**config.mk**
```make
export PLATFORM = sky130hd
export DESIGN_NAME = pc_fetch_unit_flat
export DESIGN_NICKNAME = d
export VERILOG_FILES = /design/src/rtl/pc_fetch_unit_if.sv /design/src/rtl/pc_fetch_unit.sv /design/src/flat_wrapper.sv
export SDC_FILE = /design/constraint.sdc
export NUM_CORES = 1
export LEC_CHECK = 0
export BUFFER_PORTS_ARGS = -buffer_cell sky130_fd_sc_hd__buf_2
export CAP_MARGIN = 20
export CORE_MARGIN = 2
export CORE_UTILIZATION = 23
export CTS_CLUSTER_SIZE = 10
export DETAILED_ROUTE_END_ITERATION = 10
export PLACE_DENSITY_LB_ADDON = 0.15
export SLEW_MARGIN = 10
export SYNTH_ARGS = -nofsm -noshare
export SYNTH_HDL_FRONTEND = slang
export SYNTH_SLANG_ARGS = --single-unit
```
**constraint.sdc**
```tcl
create_clock -name clk -period 2.73 [get_ports clk]
set_input_delay 0 -clock clk [delete_from_list [all_inputs] [get_ports clk]]
set_output_delay 0 -clock clk [all_outputs]
set_load 0.02 [all_outputs]
```
**src/rtl/pc_fetch_unit_if.sv**
```systemverilog
// Bus between the instruction decoder / program memory side and the fetch unit.
// The master side issues decoder strobes and supplies program memory data.
// The slave side (the fetch unit) returns the fetch address, the instruction
// register and the stack status flags.
interface pc_fetch_unit_if #(
   parameter int PC_WIDTH = 13
);
   logic                pc_incr_en;
   logic                pc_j_en;
   logic                pc_j_and_push_en;
   logic                pc_j_by_pop_en;
   logic                instr_rd_en;
   logic                instr_flush;
   logic [4:0]          pclath;
   logic                pcl_wr_en;
   logic [7:0]          pcl_wr_data;
   logic [13:0]         prog_rdata;
   logic [PC_WIDTH-1:0] prog_addr;
   logic [13:0]         instr_current;
   logic [PC_WIDTH-1:0] pc;
   logic                stack_ovf;
   logic                stack_unf;

   modport master (
      output pc_incr_en, pc_j_en, pc_j_and_push_en, pc_j_by_pop_en,
      output instr_rd_en, instr_flush, pclath, pcl_wr_en, pcl_wr_data,
      output prog_rdata,
      input  prog_addr, instr_current, pc, stack_ovf, stack_unf
   );

   modport slave (
      input  pc_incr_en, pc_j_en, pc_j_and_push_en, pc_j_by_pop_en,
      input  instr_rd_en, instr_flush, pclath, pcl_wr_en, pcl_wr_data,
      input  prog_rdata,
      output prog_addr, instr_current, pc, stack_ovf, stack_unf
   );
endinterface

```
**src/rtl/pc_fetch_unit.sv**
```systemverilog
// Program counter, circular hardware return stack and instruction register
// for the PIC16F-compatible core. The decoder drives one-cycle strobes; the PC
// update follows a fixed priority (PCL write, return, call, goto, increment),
// while the instruction register update is independent of the PC strobes.
// A PCL write leaves a pending flag so that the following fetch slot is
// squashed into a NOP and the PC is held for one increment, giving the
// two-cycle computed goto.
// STACK_DEPTH must be a power of two so the stack pointer wraps naturally.
module pc_fetch_unit #(
   parameter int          PC_WIDTH    = 13,
   parameter int          STACK_DEPTH = 8,
   parameter logic [13:0] NOP_WORD    = 14'h0000
) (
   input logic              clk,
   input logic              rst,
   pc_fetch_unit_if.slave   bus
);

   localparam int              SP_W       = $clog2(STACK_DEPTH);
   localparam logic [SP_W:0]   DEPTH_FULL = (SP_W+1)'(STACK_DEPTH);

   logic [PC_WIDTH-1:0] pc_q, pc_d;
   logic [13:0]         instr_q, instr_d;
   logic [SP_W-1:0]     sp_q, sp_d;
   logic [SP_W:0]       depth_q, depth_d;
   logic                ovf_q, ovf_d;
   logic                unf_q, unf_d;
   logic                pclPending_q, pclPending_d;

   logic [PC_WIDTH-1:0] stackMem [STACK_DEPTH];
   logic [SP_W-1:0]     spDec;
   logic                pushEn;
   logic [PC_WIDTH-1:0] jumpTarget;

   assign spDec      = sp_q - SP_W'(1);
   assign jumpTarget = PC_WIDTH'({bus.pclath[4:3], instr_q[10:0]});

   // Next-state logic: prioritised PC/stack update plus the independent
   // instruction register update. Jump targets and the pushed return address
   // always come from the pre-edge register values.
   always_comb begin
      pc_d         = pc_q;
      instr_d      = instr_q;
      sp_d         = sp_q;
      depth_d      = depth_q;
      ovf_d        = ovf_q;
      unf_d        = unf_q;
      pclPending_d = pclPending_q;
      pushEn       = 1'b0;

      if (bus.pcl_wr_en) begin
         pc_d         = PC_WIDTH'({bus.pclath, bus.pcl_wr_data});
         pclPending_d = 1'b1;
      end else if (bus.pc_j_by_pop_en) begin
         sp_d = spDec;
         pc_d = stackMem[spDec];
         if (depth_q == '0) begin
            unf_d = 1'b1;
         end else begin
            depth_d = depth_q - 1'b1;
         end
      end else if (bus.pc_j_and_push_en) begin
         pushEn = 1'b1;
         sp_d   = sp_q + SP_W'(1);
         pc_d   = jumpTarget;
         if (depth_q == DEPTH_FULL) begin
            ovf_d = 1'b1;
         end else begin
            depth_d = depth_q + 1'b1;
         end
      end else if (bus.pc_j_en) begin
         pc_d = jumpTarget;
      end else if (bus.pc_incr_en) begin
         if (pclPending_q) begin
            pclPending_d = 1'b0;
         end else begin
            pc_d = pc_q + PC_WIDTH'(1);
         end
      end

      if (bus.instr_flush || (bus.instr_rd_en && pclPending_q)) begin
         instr_d = NOP_WORD;
      end else if (bus.instr_rd_en) begin
         instr_d = bus.prog_rdata;
      end
   end

   // State registers with asynchronous reset; the stack RAM is kept apart
   // because its contents are deliberately left uninitialised.
   always_ff @(posedge clk or posedge rst) begin
      if (rst) begin
         pc_q         <= '0;
         instr_q      <= NOP_WORD;
         sp_q         <= '0;
         depth_q      <= '0;
         ovf_q        <= 1'b0;
         unf_q        <= 1'b0;
         pclPending_q <= 1'b0;
      end else begin
         pc_q         <= pc_d;
         instr_q      <= instr_d;
         sp_q         <= sp_d;
         depth_q      <= depth_d;
         ovf_q        <= ovf_d;
         unf_q        <= unf_d;
         pclPending_q <= pclPending_d;
      end
   end

   // Return stack storage: a push writes the pre-edge PC (the address after
   // the CALL) at the current stack pointer; nothing is written during reset.
   always_ff @(posedge clk) begin
      if (pushEn && !rst) begin
         stackMem[sp_q] <= pc_q;
      end
   end

   assign bus.pc            = pc_q;
   assign bus.prog_addr     = pc_q;
   assign bus.instr_current = instr_q;
   assign bus.stack_ovf     = ovf_q;
   assign bus.stack_unf     = unf_q;

endmodule

```
**src/flat_wrapper.sv**
```systemverilog
// flat-port wrapper written by rule: the top's interface ports become plain ports
module pc_fetch_unit_flat 
#(
   parameter int          PC_WIDTH    = 13,
   parameter int          STACK_DEPTH = 8,
   parameter logic [13:0] NOP_WORD    = 14'h0000
)
  (clk, rst, bus_pc_incr_en, bus_pc_j_en, bus_pc_j_and_push_en, bus_pc_j_by_pop_en, bus_instr_rd_en, bus_instr_flush, bus_pclath, bus_pcl_wr_en, bus_pcl_wr_data, bus_prog_rdata, bus_prog_addr, bus_instr_current, bus_pc, bus_stack_ovf, bus_stack_unf);
  pc_fetch_unit_if #(.PC_WIDTH(PC_WIDTH)) bus_i ();
  input logic clk;
  input logic rst;
  input wire logic [$bits(bus_i.pc_incr_en)-1:0] bus_pc_incr_en;
  input wire logic [$bits(bus_i.pc_j_en)-1:0] bus_pc_j_en;
  input wire logic [$bits(bus_i.pc_j_and_push_en)-1:0] bus_pc_j_and_push_en;
  input wire logic [$bits(bus_i.pc_j_by_pop_en)-1:0] bus_pc_j_by_pop_en;
  input wire logic [$bits(bus_i.instr_rd_en)-1:0] bus_instr_rd_en;
  input wire logic [$bits(bus_i.instr_flush)-1:0] bus_instr_flush;
  input wire logic [$bits(bus_i.pclath)-1:0] bus_pclath;
  input wire logic [$bits(bus_i.pcl_wr_en)-1:0] bus_pcl_wr_en;
  input wire logic [$bits(bus_i.pcl_wr_data)-1:0] bus_pcl_wr_data;
  input wire logic [$bits(bus_i.prog_rdata)-1:0] bus_prog_rdata;
  output wire logic [$bits(bus_i.prog_addr)-1:0] bus_prog_addr;
  output wire logic [$bits(bus_i.instr_current)-1:0] bus_instr_current;
  output wire logic [$bits(bus_i.pc)-1:0] bus_pc;
  output wire logic [$bits(bus_i.stack_ovf)-1:0] bus_stack_ovf;
  output wire logic [$bits(bus_i.stack_unf)-1:0] bus_stack_unf;
  assign bus_i.pc_incr_en = bus_pc_incr_en;
  assign bus_i.pc_j_en = bus_pc_j_en;
  assign bus_i.pc_j_and_push_en = bus_pc_j_and_push_en;
  assign bus_i.pc_j_by_pop_en = bus_pc_j_by_pop_en;
  assign bus_i.instr_rd_en = bus_instr_rd_en;
  assign bus_i.instr_flush = bus_instr_flush;
  assign bus_i.pclath = bus_pclath;
  assign bus_i.pcl_wr_en = bus_pcl_wr_en;
  assign bus_i.pcl_wr_data = bus_pcl_wr_data;
  assign bus_i.prog_rdata = bus_prog_rdata;
  assign bus_prog_addr = bus_i.prog_addr;
  assign bus_instr_current = bus_i.instr_current;
  assign bus_pc = bus_i.pc;
  assign bus_stack_ovf = bus_i.stack_ovf;
  assign bus_stack_unf = bus_i.stack_unf;
  pc_fetch_unit #(.PC_WIDTH(PC_WIDTH), .STACK_DEPTH(STACK_DEPTH), .NOP_WORD(NOP_WORD)) u_core (.clk(clk), .rst(rst), .bus(bus_i));
endmodule
```
# Word level (Yosys, flattened, before mapping)
# Memories as Yosys holds them, arrays and structs flattened.
# Index checks and enable logic that the tools add are counted.
# W data, S select, Z words.
# op_classes
mux	24
eq_ne	7
addsub	5
bitwise	2
reduce_logical	15
# op_table
op	n
$mux W13	6
$mux W14	2
$mux W4	4
$add A13 B1 Y13 const B	1
$reduce_and A4 Y1	3
$mux W1	10
$mux W3	2
$ne A2 B1 Y1 const B	3
$reduce_bool A2 Y1	3
$ne A5 B5 Y1 const B	1
$reduce_bool A5 Y1	1
$add A4 B1 Y4 const B	1
$eq A4 B4 Y1 const B	1
$logic_not A4 Y1	1
$ne A2 B2 Y1 const B	2
$reduce_and A2 Y1	2
$sub A4 B1 Y4 const B	1
$add A3 B1 Y3 const B	1
$reduce_and A3 Y1	1
$sub A3 B1 Y3 const B	1
$logic_and A1 B1 Y1	2
$not A1 Y1	2
$logic_not A1 Y1	1
$logic_or A1 B1 Y1	1
# totals
mem_count	1
out_inout_bits	42
reg_bits	37
ram_bits	104
# mem_list
memory	depth	width	rd	rd_clocked_by_memory_dff	wr	line	source
u_core.stackMem	8	13	1	0	1	pc_fetch_unit.sv:30	logic [PC_WIDTH-1:0] stackMem [STACK_DEPTH];

# Depth between registers and ports, before layout
# logic_depth
word_depth	7
ltp_mapped	11
mapped_depth_nobuf	7

# Worst setup path after synthesis
# No wires, ideal clock.
# synth_path
path_kind	input -> register
from	input port rst
to	memory u_core.stackMem[1][0], enable pin
setup_slack_ps	231
n_path_buf	0
arrival_ps	2100
path_stages	3
setup_time_ps	400
path_cell_list	inv_1 -> nand4_1 -> nor3_1
# synth_between
elab_chain_len	4
# synth_lines
element	line	source
start, declared	flat_wrapper.sv:11	input logic rst;
$logic_not A1 Y1 (no source line)	--	
$logic_and A1 B1 Y1	pc_fetch_unit.sv:113	if (pushEn && !rst) begin
$mux W1	pc_fetch_unit.sv:113	
$mux W1 (implied by the code)	pc_fetch_unit.sv:114	stackMem[sp_q] <= pc_q;
end, declared	pc_fetch_unit.sv:30	
# Every way passes these cells.

# Worst setup path after layout
# layout_path
from	register u_core.sp_q[1]
to	register u_core.pc_q[7], in the netlist u_core.bus.pc[7]
# layout_between
elab_chain_len	4
# layout_lines
element	line	source
start, declared	pc_fetch_unit.sv:24	logic [SP_W-1:0] sp_q, sp_d;
start signal, assigned	pc_fetch_unit.sv:102	sp_q <= sp_d;
$sub A3 B1 Y3	pc_fetch_unit.sv:35	assign spDec = sp_q - SP_W'(1);
$mem_v2 Z8 W13	--	
$mux W13	pc_fetch_unit.sv:54	end else if (bus.pc_j_by_pop_en) begin
$mux W13	pc_fetch_unit.sv:51	if (bus.pcl_wr_en) begin
end signal, assigned	pc_fetch_unit.sv:100	pc_q <= pc_d;
end, declared	pc_fetch_unit.sv:22	logic [PC_WIDTH-1:0] pc_q, pc_d;
# Every way passes these cells.
# A chain may end at the register's enable or synchronous reset.

==> summary.txt <==
Outcome
  – Status: finished clean

Finish
  – Ant diodes: 0
  – Area grow syn2layout: 27.20%
  – Layout cells sized above 1: 26.39%
  – Fillers: roughly 2700
  – Finished Cell Area: 7900 µm²
  – Net count reported at finish: 605

Synth
  – Library cells used by synthesis: 49
  – Cells after Synth: around 450
  – Post-synth ARST share: between 20% and 30%
  – Ranking of synthesized cells by area: edfxtp_1, dfrtp_1, mux4_2, mux4_1, nand2_1
  – Leading area contributor after synthesis: edfxtp_1
  – Seq/Total Area, Yosys: 65.19%
  – Post-synth EDFFs: 104
  – Synth Register Bits: 141
  – Synth top area share: 50.28%
  – YS warnings: 0
  – Mapped cell area: 6211 µm²
  – Top_reg_cell synth: edfxtp_1
  – Avg Inst Size Synth: 13.96 µm²
  – Syn_nets: roughly 500

Worst setup path
  – Buf/Inv on CP: 2
  – Critical Path Max Stage Delay: 450 ps
  – Worst Setup Start Kind: flip-flop
  – Worst Setup End Kind: flip-flop
  – Arr. time, crit path: 2400 ps
  – Kind of critical path: reg -> reg
  – CP Cell Sequence: inv_1 > ha_1 > xor2_1 > buf_4 > nor2_1 > a22oi_1 > nand3_1 > o22a_1
  – R2R Setup Slk: roughly 630 ps
  – CP max-delay cell: dfrtp_1
  – Crit-path max FO: 20
  – Top cell family by delay on the critical path: flip-flops
  – Worst EP required: 3030 ps

Placed design
  – DP HPWL: between 10 and 15 mm
  – Port bufs: 77
  – Dpl cell area: 7030 µm²
  – Pre-CTS WS: 598.0 ps
  – Placer Congestion: 0.7667

Detailed routing
  – Antenna viol nets, final: 0
  – Final WL: about 18 mm
  – Via density: 4.461
  – Drt drc: 0
  – Routed len/inst: ~19 µm
  – DR iter-0 viols: ~370
  – Pre-antenna DRT Iters: 4
  – Vias post-DR: roughly 4100

STA
  – Crit share post-route: 76.96%
  – Max transition margin: 63.53%
  – Hold Vio Cnt, Final: 0
  – Fin worst setup slack: 629.1 ps
  – Clock skew: between 10 and 15 ps
  – RSZ-0062 raised after global routing: false
  – Slew Viols, Final: 0
  – Slew @ Worst Pin: 547.1 ps
  – TNS Setup: 0 ps
  – Final setup viols: 0
  – Fmax: 476.0 MHz
  – Final min period: 2101 ps

Clocking
  – CTS Buf Count: 17
  – # resized after CTS: 0
  – Clock Pin Slew Worst Setup and Hold Paths: about 60 ps
  – Cts hold-fix bufs: 30
  – Bufs on Longest Clock Path: 2
  – H-tree Lvls: 4
  – Clock Tree Root: clkbuf_16
  – Clock Sinks: 141
  – CTS tree: yes
  – Post-CTS Setup Inserts: 0
  – Clk_lat worst skew: about 420 ps

GRT
  – Initial antenna violation count: 0
  – First-pass GRT wire length: 26.56 mm
  – Largest net degree at the start of global routing: 38
  – Total grt overflow: 0
  – Tot GR Track Use: 12.95%
  – Vias in the first global route: ~4200

Floorplan
  – Die span in x: 168.3 µm
  – CORE AREA: around 27000 µm²
  – Initial core utilization: 23.24%
  – Top Ports: 78
  – Die area: 28340 µm²
  – Die Span Y: between 150 and 200 µm
  – Row count: 60

Hold path
  – Hold WC Path Type: in -> reg

Power and ir drop
  – Static leakage: roughly 0.0031 µW
  – PnR Total Power: 7561 µW
  – VDD IR-drop max: 0.0003650 V
  – Total power density per cell area: 957.1 nW/µm²

Run
  – Maxcap violations: 0
==> final cells by class <==
| type | instances | area [µm²] | area share, % |
|---|---|---|---|
| clock buffers | 20 | 446.7 | 5.654 |
| inverters | 6 | 22.52 | 0.2851 |
| repair buffers | 134 | 900.9 | 11.40 |
| multi-input cells | 263 | 1932 | 24.45 |
| clock inverters | 12 | 122.6 | 1.552 |
| flip-flops and latches | 141 | 4049 | 51.25 |
| well taps | 341 | 426.7 | 5.401 |
==> per-stage QoR <==
step	hold WS, ps	utilization, %	std cells
after detailed placement	242.1	26.31	855
after CTS	77.66	29.56	917
after global placement	233.4	26.31	855
after global routing	116.5	29.56	917
after floorplan	96.03	-	445
final	91.22	29.56	917
==> placed cells by master (no fill, tap or decap), types with 3 or more instances in the layout <==
master         Yosys  routed
nor2_1            42      42
clkinv_2           0       6
nand4_1            9       9
dfrtp_1           37      37
o22a_1             4       4
buf_2             11      77
xor2_1             7       7
nand2_1           49      49
nand3_1           16      16
mux4_1             7       7
mux4_2            13      13
a211oi_1           4       4
a311oi_1           3       3
a21o_1             4       4
a22oi_1            4       4
inv_1              6       5
a31oi_1            5       5
ha_1               5       5
o21ai_0           10      10
and3_1             3       3
mux2i_1           16      16
dlygate4sd3_1      0      30
buf_4             13      26
nand2b_1           4       4
edfxtp_1         104     104
clkbuf_16          0      17
xnor2_1            8       8
a21oi_1           24      24
==> synthesized netlist by cell type, types with 2 or more instances <==
cell type  count
a211oi_1       4
a21o_1         4
mux4_2        13
a22oi_1        4
a311oi_1       3
edfxtp_1     104
buf_2         11
and4_1         2
and3_1         3
xnor2_1        8
ha_1           5
nand2b_1       4
dfrtp_1       37
nor3_1         4
or3_1          2
mux2i_1       16
xor2_1         7
nand2_1       49
o22a_1         4
a21oi_1       24
nand4_1        9
buf_4         13
a31oi_1        5
o221ai_1       2
nor2_1        42
mux4_1         7
nand3_1       16
clkbuf_1       8
o21ai_0       10
inv_1          6
==> worst register-to-register path, stage by stage (launching register included) <==
cell,delay (ps)
dfrtp_1,450
inv_1,130
ha_1,260
xor2_1,160
buf_4,290
nor2_1,190
a22oi_1,220
nand3_1,110
o22a_1,180
==> cells by family after synthesis <==
kind of cell / synth area share, %
AOI/OAI and AO/OA: 6.850
xor gates and xnor gates: 2.377
adders and majority gates: 1.330
buffers and inverters: 3.868
DFF: 65.19
muxes: 10.25
and+or+nand+nor: 10.13
==> routing by layer <==
metal	up-vias	wire, µm	track usage (%)
met5	-	0	0
met4	0	109	4.010
met3	6	637	2.680
met2	108	8466	20.06
met1	2079	8519	18.25
li1	1898	-	-
==> path summary, 6_finish.rpt <==
| check | to | start | cells after the start |
|---|---|---|---|
| hold reg to reg | u_core.bus.stack_unf | u_core.bus.stack_unf | 1 |
| setup / recovery | u_core.bus.pc[7] | u_core.sp_q[1] | 8 |
| setup reg to reg | u_core.bus.pc[7] | u_core.sp_q[1] | 8 |
| min in group asynchronous | u_core.pclPending_q | rst | 4 |
| max in group asynchronous | u_core.bus.pc[1] | rst | 4 |
| hold / removal | u_core.bus.instr_current[3] | bus_instr_rd_en | 3 |
==> registers in the layout, summed over array words and instances, names as in the netlist <==
signal / count
u_core.bus.instr_current: 14
u_core.bus.pc: 13
u_core.bus.stack_ovf: 1
u_core.bus.stack_unf: 1
u_core.depth_q: 4
u_core.pclPending_q: 1
u_core.sp_q: 3
u_core.stackMem: 104
==> power by group <==
part | total [µW] | internal, µW | switching (µW)
logic | 2370 | 985 | 1390
registers | 2940 | 2620 | 318
clock network | 2250 | 1360 | 887
Note: power is estimated with default switching activity, not from simulation.
